$ cat src/rtl/vga_timing_gen.sv
// VGA timing generator with built-in test patterns.
// A clock divider produces a pixel enable. Horizontal and vertical counters
// walk the sync / back porch / visible / front porch regions. Every output is
// registered on the pixel enable, using the counter values from before the
// update, so all outputs keep the same one-pixel latency.
module vga_timing_gen #(
  parameter int         CLK_DIV   = 6,
  parameter int         H_VISIBLE = 800,
  parameter int         H_FRONT   = 40,
  parameter int         H_SYNC    = 128,
  parameter int         H_BACK    = 88,
  parameter int         V_VISIBLE = 600,
  parameter int         V_FRONT   = 1,
  parameter int         V_SYNC    = 4,
  parameter int         V_BACK    = 23,
  parameter logic       H_POL     = 1'b1,
  parameter logic       V_POL     = 1'b1,
  parameter int         BAR_W     = 100,
  parameter int         CHK_BIT   = 5,
  parameter logic [3:0] SOLID_R   = 4'd7,
  parameter logic [3:0] SOLID_G   = 4'd1,
  parameter logic [3:0] SOLID_B   = 4'd14
) (
  input  logic        clk,
  input  logic        rst,
  input  logic [1:0]  mode,
  output logic        hsync,
  output logic        vsync,
  output logic        de,
  output logic [10:0] x,
  output logic [9:0]  y,
  output logic [3:0]  red,
  output logic [3:0]  green,
  output logic [3:0]  blue,
  output logic        line_start,
  output logic        frame_start
);

  localparam int H_TOTAL = H_SYNC + H_BACK + H_VISIBLE + H_FRONT;
  localparam int V_TOTAL = V_SYNC + V_BACK + V_VISIBLE + V_FRONT;
  localparam int H_START = H_SYNC + H_BACK;
  localparam int H_END   = H_START + H_VISIBLE;
  localparam int V_START = V_SYNC + V_BACK;
  localparam int V_END   = V_START + V_VISIBLE;

  logic [3:0]  tick;
  logic        pix_ce;
  logic [11:0] hcount;
  logic [10:0] vcount;
  logic [1:0]  mode_q;
  logic [10:0] bar_pix;
  logic [2:0]  bar_idx;
  logic        h_vis, v_vis, vis, h_last, v_last;
  logic [10:0] hx;
  logic [9:0]  vy;
  logic [3:0]  r_c, g_c, b_c;

  assign pix_ce = (tick == 4'd0);
  assign h_vis  = (hcount >= 12'(H_START)) && (hcount < 12'(H_END));
  assign v_vis  = (vcount >= 11'(V_START)) && (vcount < 11'(V_END));
  assign vis    = h_vis && v_vis;
  assign h_last = (hcount == 12'(H_TOTAL - 1));
  assign v_last = (vcount == 11'(V_TOTAL - 1));
  assign hx     = 11'(hcount - 12'(H_START));
  assign vy     = 10'(vcount - 11'(V_START));

  // Pixel enable divider; tick resets to 0 so the first edge after reset is a pixel
  always_ff @(posedge clk or posedge rst) begin
    if (rst)                            tick <= '0;
    else if (tick == 4'(CLK_DIV - 1))   tick <= '0;
    else                                tick <= tick + 4'd1;
  end

  // Raster counters; the pattern mode is latched only at the top of a frame
  always_ff @(posedge clk or posedge rst) begin
    if (rst) begin
      hcount <= '0;
      vcount <= '0;
      mode_q <= '0;
    end else if (pix_ce) begin
      if (hcount == '0 && vcount == '0) mode_q <= mode;
      if (h_last) begin
        hcount <= '0;
        vcount <= v_last ? '0 : vcount + 11'd1;
      end else begin
        hcount <= hcount + 12'd1;
      end
    end
  end

  // Bar index tracks the current hcount: held at 0 outside the visible span, steps every BAR_W pixels inside it
  always_ff @(posedge clk or posedge rst) begin
    if (rst) begin
      bar_pix <= '0;
      bar_idx <= '0;
    end else if (pix_ce) begin
      if (!h_vis) begin
        bar_pix <= '0;
        bar_idx <= '0;
      end else if (bar_pix == 11'(BAR_W - 1)) begin
        bar_pix <= '0;
        bar_idx <= bar_idx + 3'd1;
      end else begin
        bar_pix <= bar_pix + 11'd1;
      end
    end
  end

  // Pattern colour for the current raster position
  always_comb begin
    r_c = '0;
    g_c = '0;
    b_c = '0;
    case (mode_q)
      2'd0: begin
        r_c = SOLID_R;
        g_c = SOLID_G;
        b_c = SOLID_B;
      end
      2'd1: begin
        r_c = {4{bar_idx[2]}};
        g_c = {4{bar_idx[1]}};
        b_c = {4{bar_idx[0]}};
      end
      2'd2: begin
        r_c = {4{hx[CHK_BIT] ^ vy[CHK_BIT]}};
        g_c = {4{hx[CHK_BIT] ^ vy[CHK_BIT]}};
        b_c = {4{hx[CHK_BIT] ^ vy[CHK_BIT]}};
      end
      default: begin
        r_c = hx[3:0];
        g_c = vy[3:0];
        b_c = hx[7:4];
      end
    endcase
  end

  // Registered outputs, updated once per pixel; line/frame pulses last one clk
  always_ff @(posedge clk or posedge rst) begin
    if (rst) begin
      hsync       <= ~H_POL;
      vsync       <= ~V_POL;
      de          <= 1'b0;
      x           <= '0;
      y           <= '0;
      red         <= '0;
      green       <= '0;
      blue        <= '0;
      line_start  <= 1'b0;
      frame_start <= 1'b0;
    end else begin
      line_start  <= 1'b0;
      frame_start <= 1'b0;
      if (pix_ce) begin
        hsync       <= (hcount < 12'(H_SYNC)) ? H_POL : ~H_POL;
        vsync       <= (vcount < 11'(V_SYNC)) ? V_POL : ~V_POL;
        de          <= vis;
        x           <= vis ? hx : '0;
        y           <= vis ? vy : '0;
        red         <= vis ? r_c : '0;
        green       <= vis ? g_c : '0;
        blue        <= vis ? b_c : '0;
        line_start  <= (hcount == '0);
        frame_start <= (hcount == '0) && (vcount == '0);
      end
    end
  end

endmodule

$ cat config.mk
export PLATFORM = sky130hd
export DESIGN_NAME = vga_timing_gen
export DESIGN_NICKNAME = d
export VERILOG_FILES = /design/src/rtl/vga_timing_gen.sv
export SDC_FILE = /design/constraint.sdc
export NUM_CORES = 1
export LEC_CHECK = 0
export CAP_MARGIN = 10
export CELL_PAD_IN_SITES_DETAIL_PLACEMENT = 0
export CELL_PAD_IN_SITES_GLOBAL_PLACEMENT = 2
export CORE_AREA = 3 3 107 109
export DETAILED_ROUTE_END_ITERATION = 10
export DIE_AREA = 0 0 110 112
export PLACE_DENSITY_LB_ADDON = 0.1
export SLEW_MARGIN = 40
export SYNTH_ARGS = -nofsm -noshare
export SYNTH_HDL_FRONTEND = slang
export SYNTH_SLANG_ARGS = --single-unit
export TNS_END_PERCENT = 20
$ cat constraint.sdc
create_clock -name clk -period 3.7 [get_ports clk]
set_input_delay 0.555 -clock clk [delete_from_list [all_inputs] [get_ports clk]]
set_output_delay 0.555 -clock clk [all_outputs]
set_load 0.02 [all_outputs]
== Word-level counts from Yosys, hierarchy flattened ==
Index checks and enable logic that the tools add are counted.

* Equal/unequal tests: 7
* Add/sub/neg operators: 7
* Mux-type cells: 19
* Reduce and logical (&&, ||, !) cells: 11
* Bitwise logic cells: 1
* $lt $le $gt $ge: 6

{| class="wikitable"
|+ Operators by type and width
! cell !! number
|-
| two-way mux 11 bit || 4
|-
| case mux 4 bit (3 select lines) || 3
|-
| adder 11 x 1 -> 11 bit (second input constant) || 2
|-
| two-way mux 4 bit || 4
|-
| adder 12 x 1 -> 12 bit (second input constant) || 1
|-
| == test 12 x 11 -> 1 bit (second input constant) || 1
|-
| greater-or-equal comparator 12 x 8 -> 1 bit (second input constant) || 1
|-
| logical NOT 12 bit || 1
|-
| less-than comparator 12 x 10 -> 1 bit (second input constant) || 1
|-
| less-than comparator 12 x 8 -> 1 bit (second input constant) || 1
|-
| two-way mux 12 bit || 1
|-
| == test 11 x 10 -> 1 bit (second input constant) || 1
|-
| == test 11 x 7 -> 1 bit (second input constant) || 1
|-
| greater-or-equal comparator 11 x 5 -> 1 bit (second input constant) || 1
|-
| logical NOT 11 bit || 1
|-
| less-than comparator 11 x 10 -> 1 bit (second input constant) || 1
|-
| less-than comparator 11 x 3 -> 1 bit (second input constant) || 1
|-
| subtractor 11 x 8 -> 11 bit (second input constant) || 1
|-
| two-way mux 10 bit || 1
|-
| subtractor 10 x 5 -> 10 bit (second input constant) || 1
|-
| two-way mux 3 bit || 2
|-
| AND reduction 2 bit || 3
|-
| adder 4 x 1 -> 4 bit (second input constant) || 1
|-
| == test 4 x 3 -> 1 bit (second input constant) || 1
|-
| other kinds (9) || 15
|}

* Flip-flop bits (word level): 81
* Bits of input ports: 4

== Depth between registers and ports, before layout ==
Gate-level depths: netlist (run 1).

* Word-level depth: 4
* Mapped depth: 8
* Gate-level depth less buffers: 6

== Least setup slack after synthesis (run 1) ==
No wires, ideal clock.

* Path kind: register to register
* Start point: reg vcount[1]
* End point: reg blue[0]
* Data arrival time: 1.973 ns
* Setup time: 0.122 ns
* Stages on the path, launching flop included: 9
* Buffers on the path: 2
* Setup slack: 1.605 ns
* Required time: 3.578 ns
* Path through: dfrtp_1 ha_1 clkbuf_1 a211o_1 a311oi_1 a211oi_1 and2_1 buf_4 a32o_1

* Word-level cells in the longest chain between the ends: 4
* Elaborated cells between the ends (all ways): 8
* Those cells by class: add/sub (1); order compare (2); mux (2); bitwise (1); reduce/logical (2)

{| class="wikitable"
|+ RTL lines
! item !! line !! text
|-
| start: declaration || 49 || <nowiki>logic [10:0] vcount;</nowiki>
|-
| start signal: assignment || 84 || <nowiki>vcount <= v_last ? '0 : vcount + 11'd1;</nowiki>
|-
| subtractor 10 x 5 -> 10 bit (tied with other cells) || 65 || <nowiki>assign vy = 10'(vcount - 11'(V_START));</nowiki>
|-
| bitwise XOR 1 bit / logical AND 1 bit (equally long branches) || 128, 60 ||
|-
| case mux 4 bit (3 select lines) / logical AND 1 bit (equally long branches) || 114, 61 ||
|-
| two-way mux 4 bit * || 162 || <nowiki>blue <= vis ? b_c : '0;</nowiki>
|-
| end signal: assignment || 162 ||
|-
| end: declaration || 34 || <nowiki>output logic [3:0] blue,</nowiki>
|}

Every way passes the cells marked *; elsewhere a longest branch is shown, timed or not.
A chain may end at the register's enable or synchronous reset.

== Final worst setup path (run 1) ==
* Start point: reg vcount[0]
* End point: reg blue[2]

Same word-level chain as after synthesis.

==> qor.yml, run 1 <==
layout_min_cycle_time_ns: 2.60
ios: 42
worst_clock_skew_ns: 0.00970
core_mm2: 0.0107
clock-sinks: 81
syn-instance-count: 423
finalSetupViolCount: 0
final_core_util: 0.449
die_w_um: 110
wl_met2_um: 4730
power.leakage_nw: 2.13
drt_iter0_drc: 128
die_y_um: 112
syn_avg_cell_area_um2: 9.66
clkLatencyLatePin_ns: 0.35
slowest_delay_ns: 0.57
slowest_stage: "dfrtp_1"
power_mw: 1.65
grt_pass1_vias: 3170
synth-seq-area-share: 0.496
synth_edf_count: 0
final_nets: 463
dr_wl_met3_um: 297
fmax_mhz: 385
start_kind: "register"
yosys-top-cells-count: "dfrtp_1 (81), nand2_1 (54), o21ai_0 (42)"
cts_setup_buffers: 0
async_flop_share: 1.00
grt_max_degree: 30
path_class: "register to register"
hold_viol_final: 0
cts_max_level: 3
grt_pass1_wl_um: 16900
final_cells: 596
clock_path_buffers: 2
p_per_area_mw_per_mm2: 342
peakVddDrop_v: 0.000183
rsz0062_at_grt: "no"
port_buffers: 41
ys_seq_elements: 81
ctsHoldBuffers: 0
drive_gt1_frac: 0.0811
yosysMostFrequentCell: "dfrtp_1"
fp.dieArea_mm2: 0.0123
grt.overflow.total: 0
placedCellCount: 581
wl_met1_um: 4950
grt_antenna_before_repair: 0
fin_tns_setup_ns: 0
wl_um: 10200
cts-root-buf: "clkbuf_8"
synth_area_mm2: 0.00409
crit_required_ns: 3.99
drc: 0
rows: 38
clkTransAtPathRegs_ns: 0.09
cts_buffers: 9
antenna_cells: 0
maxSlewViolCount: 0
dr.pass1.iters: 4
period_share: 0.702
cpLargestDelayFamily: "compound AO/OA/AOI/OAI gates"
crit_chain: "ha_1 > a211o_1 > a311oi_1 > a211oi_1 > and2_1 > a32o_1"
hpwl_um: 7450
synth_top_area_cell: "dfrtp_1"
wl_per_cell_um: 17.1
max-cap-violations: 0
arrival_ns: 2.88
start_util: 0.382
syn-num-nets: 434
drt-vias-per-instance: 5.26
place_congestion: 0.798
maxSlewHeadroom: 0.597
final_area_mm2: 0.00481
worst_pin_slew_ns: 0.602
hp-class: "register to register"
ant_nets: 0
syn_to_final_growth_pct: 17.6
worstPathMaxFanout: 12
vias: 3135
cp_num_buf_inv: 0
cts.repair.resized: 0
track_usage: 0.178
dpl_cell_area_mm2: 0.00459
netlist.area_leader.share: 0.496
rrSetupSlack_ns: 1.10
tritoncts: "built"
ys_warn_count: 0
critPathCaptureType: "register"
top_layer_used: "met4"
synth_cell_types: 54
synth_flop_cell: "dfrtp_1"
outcome: "complete, no violations"
synth_area_leaders: "dfrtp_1 (50%), o21ai_0 (5.1%), nand2_1 (5.0%), xnor2_1 (4.1%), nor2_1 (3.5%)"
## layout by cell type (no fill, tap or decap), types with 7 or more instances in the layout
cell,count
nand4_1,9
nand2_1,54
clkdlybuf4s50_1,41
clkbuf_8,10
inv_1,9
and3_1,7
xor2_1,13
o21ai_0,42
xnor2_1,19
dfrtp_1,81
nor2_1,38
ha_1,7
a22o_1,9
a21oi_1,11
nand3_1,18
## tightest hold or removal path, cell delays in order (launching register included)
cell,delay [ns]
dfrtp_1,0.35
nand2_1,0.04
o21ai_0,0.06
## metrics by stage
stage                     hold slack, ns  setup WS (ns)
after CTS                          0.489           1.09
final                              0.488           1.10
after global routing               0.523          0.839
after detailed placement           0.471           1.10
after floorplan                    0.459           1.06
after global placement             0.462           1.13
## report_power, final
group	switching, mW	leakage (nW)	internal [mW]	total, mW
registers	0.00391	1.10	0.885	0.889
clock network	0.326	0.104	0.394	0.720
logic	0.0272	0.923	0.00965	0.0368
## flip-flops by register name, summed over array words and instances (netlist names), 4 cells and up
signal and cells:
hcount 12, tick 4, red 4, y 10, x 11, bar_pix 11, vcount 11, blue 4
green 4
## layer usage
layer	vias to the layer above	global-route usage
met5	-	0
met4	0	0.0765
met3	19	0.0301
met2	54	0.269
met1	1521	0.252
li1	1541	-
## final cells by class
type	instances	area, um2
inverters	10	38.8
repair buffers	46	448
clock inverters	5	80.1
clock buffers	10	138
flip-flops and latches	81	2030
fillers	1037	5890
multi-input cells	304	1900
well taps	140	175
## cell families after synthesis
kind of cell / synth area share
AND/OR/NAND/NOR: 0.212
AO/OA/AOI/OAI: 0.143
flip-flops: 0.496
buffers and inverters: 0.0392
XOR/XNOR: 0.0686
multiplexers: 0.0205
adder cells (fa/ha/maj): 0.0214
## worst paths after layout
kind                            startpoint    endpoint  cells after the start
worst max-delay path             vcount[0]     blue[2]                      6
worst min-delay path                  x[8]        x[8]                      2
worst max register to register   vcount[0]     blue[2]                      6
worst min register to register        x[8]        x[8]                      2
max in group asynchronous              rst  hcount[10]                      3
min in group asynchronous              rst        x[0]                      2
Power figures use the tool's default switching activity.
==> run 2, diff against run 1 <==
--- a/config.mk
+++ b/config.mk
@@ -8,9 +8,9 @@
 export CAP_MARGIN = 10
 export CELL_PAD_IN_SITES_DETAIL_PLACEMENT = 0
 export CELL_PAD_IN_SITES_GLOBAL_PLACEMENT = 2
-export CORE_AREA = 3 3 107 109
+export CORE_AREA = 3 3 118 120
 export DETAILED_ROUTE_END_ITERATION = 10
-export DIE_AREA = 0 0 110 112
+export DIE_AREA = 0 0 121 123
 export PLACE_DENSITY_LB_ADDON = 0.1
 export SLEW_MARGIN = 40
 export SYNTH_ARGS = -nofsm -noshare
==> constraint.sdc (replaced) <==
create_clock -name clk -period 2.19 [get_ports clk]
set_input_delay 0.3285 -clock clk [delete_from_list [all_inputs] [get_ports clk]]
set_output_delay 0.3285 -clock clk [all_outputs]
set_load 0.02 [all_outputs]
==> run 2 against run 1 <==
  * Non-clock buffer count grew 37
  * Worst hold slack got worse by 0.11 ns
  * Wire length rose by 13%
  * Register-to-register slack lost 1.0 ns
  * Critical path depth grew 1
  * Utilization fell by 4.8 points
  * Critical path type unchanged
==> qor.yml, run 2 (synthesis results as in run 1) <==
outcome: "complete, no violations"
final_cell_mix: "dfrtp_1 (80), nand2_1 (54), o21ai_0 (42), clkdlybuf4s50_1 (41), buf_4 (40)"
max-cap-violations: 0  # unchanged
worstPathMaxFanout: 7  # -5
final_common_cell: "dfrtp_1"
dpl_cell_area_mm2: 0.00492  # +7.3%
place_congestion: 0.814  # +2.0%
vias: 3281  # +4.7%
track_usage: 0.166  # -0.0124
die_y_um: 123  # +9.8%
worst_pin_slew_ns: 0.554  # -0.0476 ns
fillCellCount: 1299  # +25%
ios: 42  # unchanged
maxSlewHeadroom: 0.626  # +0.0295
dr.pass1.iters: 4  # unchanged
critPathCaptureType: "register"
clock-sinks: 81  # unchanged
wl_um: 11500  # +13%
fmax_mhz: 475  # +23%
cts-root-buf: "clkbuf_16"
tritoncts: "built"
grt_pass1_vias: 3317  # +4.6%
arrival_ns: 2.36  # -0.52 ns
rows: 42  # +11%
grt_pass1_wl_um: 19000  # +12%
die_w_um: 121  # +10%
port_buffers: 41  # unchanged
path_class: "register to register"
antenna_cells: 0  # unchanged
syn_to_final_growth_pct: 28.4
multi_input_area_mm2: 0.00196  # +3.0%
grt.overflow.total: 0  # unchanged
wl_per_cell_um: 17.2  # +0.47%
grt_max_degree: 33  # +10%
start_util: 0.312  # -0.0697
drt_iter0_drc: 148  # +16%
cts_buffers: 9  # unchanged
worst_clock_skew_ns: 0.00376  # -0.00593 ns
peakVddDrop_v: 0.000324  # +77%
seqCellArea_mm2: 0.00203  # about the same
final_nets: 500  # +8.0%
power.leakage_nw: 2.34  # +10%
clkLatencyLatePin_ns: 0.34  # about the same
p_per_area_mw_per_mm2: 559  # +63%
grt_antenna_before_repair: 0  # unchanged
crit_required_ns: 2.45  # -1.54 ns
start_kind: "register"
drc: 0  # unchanged
final_area_mm2: 0.00525  # +9.2%
ant_nets: 0  # unchanged
cts_max_level: 3  # unchanged
fp.dieArea_mm2: 0.0149  # +21%
maxSlewViolCount: 0  # unchanged
hp-class: "input pin to async pin"
drt-vias-per-instance: 4.90  # -6.9%
ctsHoldBuffers: 0  # unchanged
clock_path_buffers: 2  # unchanged
finalSetupViolCount: 0  # unchanged
final_core_util: 0.401  # -0.0481
clkTransAtPathRegs_ns: 0.06  # -0.03 ns
core_mm2: 0.0131  # +22%
regMostFlops: "hcount"
drive_gt1_frac: 0.152  # +0.0707
period_share: 0.961  # +0.259
layout_min_cycle_time_ns: 2.10  # -0.493 ns
largest_reg_flops: 12  # unchanged
hold_viol_final: 0  # unchanged
hpwl_um: 8480  # +14%
run 2: worst paths after layout:
path,from,to,slack (ns),depth (start not counted)
setup / recovery,vcount[0],green[1],0.09,7
max in group asynchronous,rst,vcount[2],1.27,3
hold reg to reg,x[3],x[3],0.48,2
hold / removal,rst,x[3],0.38,2
min in group clk,x[3],x[3],0.48,2
setup reg to reg,vcount[0],green[1],0.09,7
run 2: area by class of cell:
class,count,share of cell area
Sequential cell,81,0.386
Multi-Input combinational cell,304,0.373
Timing Repair Buffer,83,0.143
Clock buffer,16,0.0479
Tap cell,176,0.0419
Inverter,10,0.00786
run 2: what timing repair did:
action,in CTS,in global routing
setup endpoints to repair,5,17
pin swaps,0,1
gates resized for setup,3,8
buffers inserted,0,2
run 2: routing by layer:
metal,vias up,track usage,wire [um]
li1,1626,-,-
met1,1589,0.234,5570
met2,54,0.256,5360
met3,12,0.0270,362
met4,0,0.0659,213
met5,-,0,0
run 2: report_power, final:
group	internal [mW]	switching, mW
combinational	0.0245	0.0495
clock	0.772	0.581
sequential	1.50	0.00721
run 2: stage by stage:
step | TNS [ns] | setup slack [ns] | power (mW) | hold slack (ns) | cells
finish | 0 | 0.0862 | 2.93 | 0.380 | 670
global route | -0.00461 | -0.00358 | 3.04 | 0.430 | 670
CTS | 0 | 0.00997 | 2.97 | 0.395 | 668
detailed placement | -0.0382 | -0.0191 | 1.61 | 0.472 | 652
global placement | -0.0345 | -0.0175 | 1.61 | 0.460 | 652
floorplan | 0 | 0.0950 | 1.57 | 0.459 | 423
run 2: critical path: stages (launching register included):
cell	delay, ns
dfrtp_2	0.42
buf_4	0.17
a21o_4	0.23
a221oi_4	0.35
mux2i_2	0.32
buf_4	0.16
nand4b_1	0.16
o21ai_0	0.20
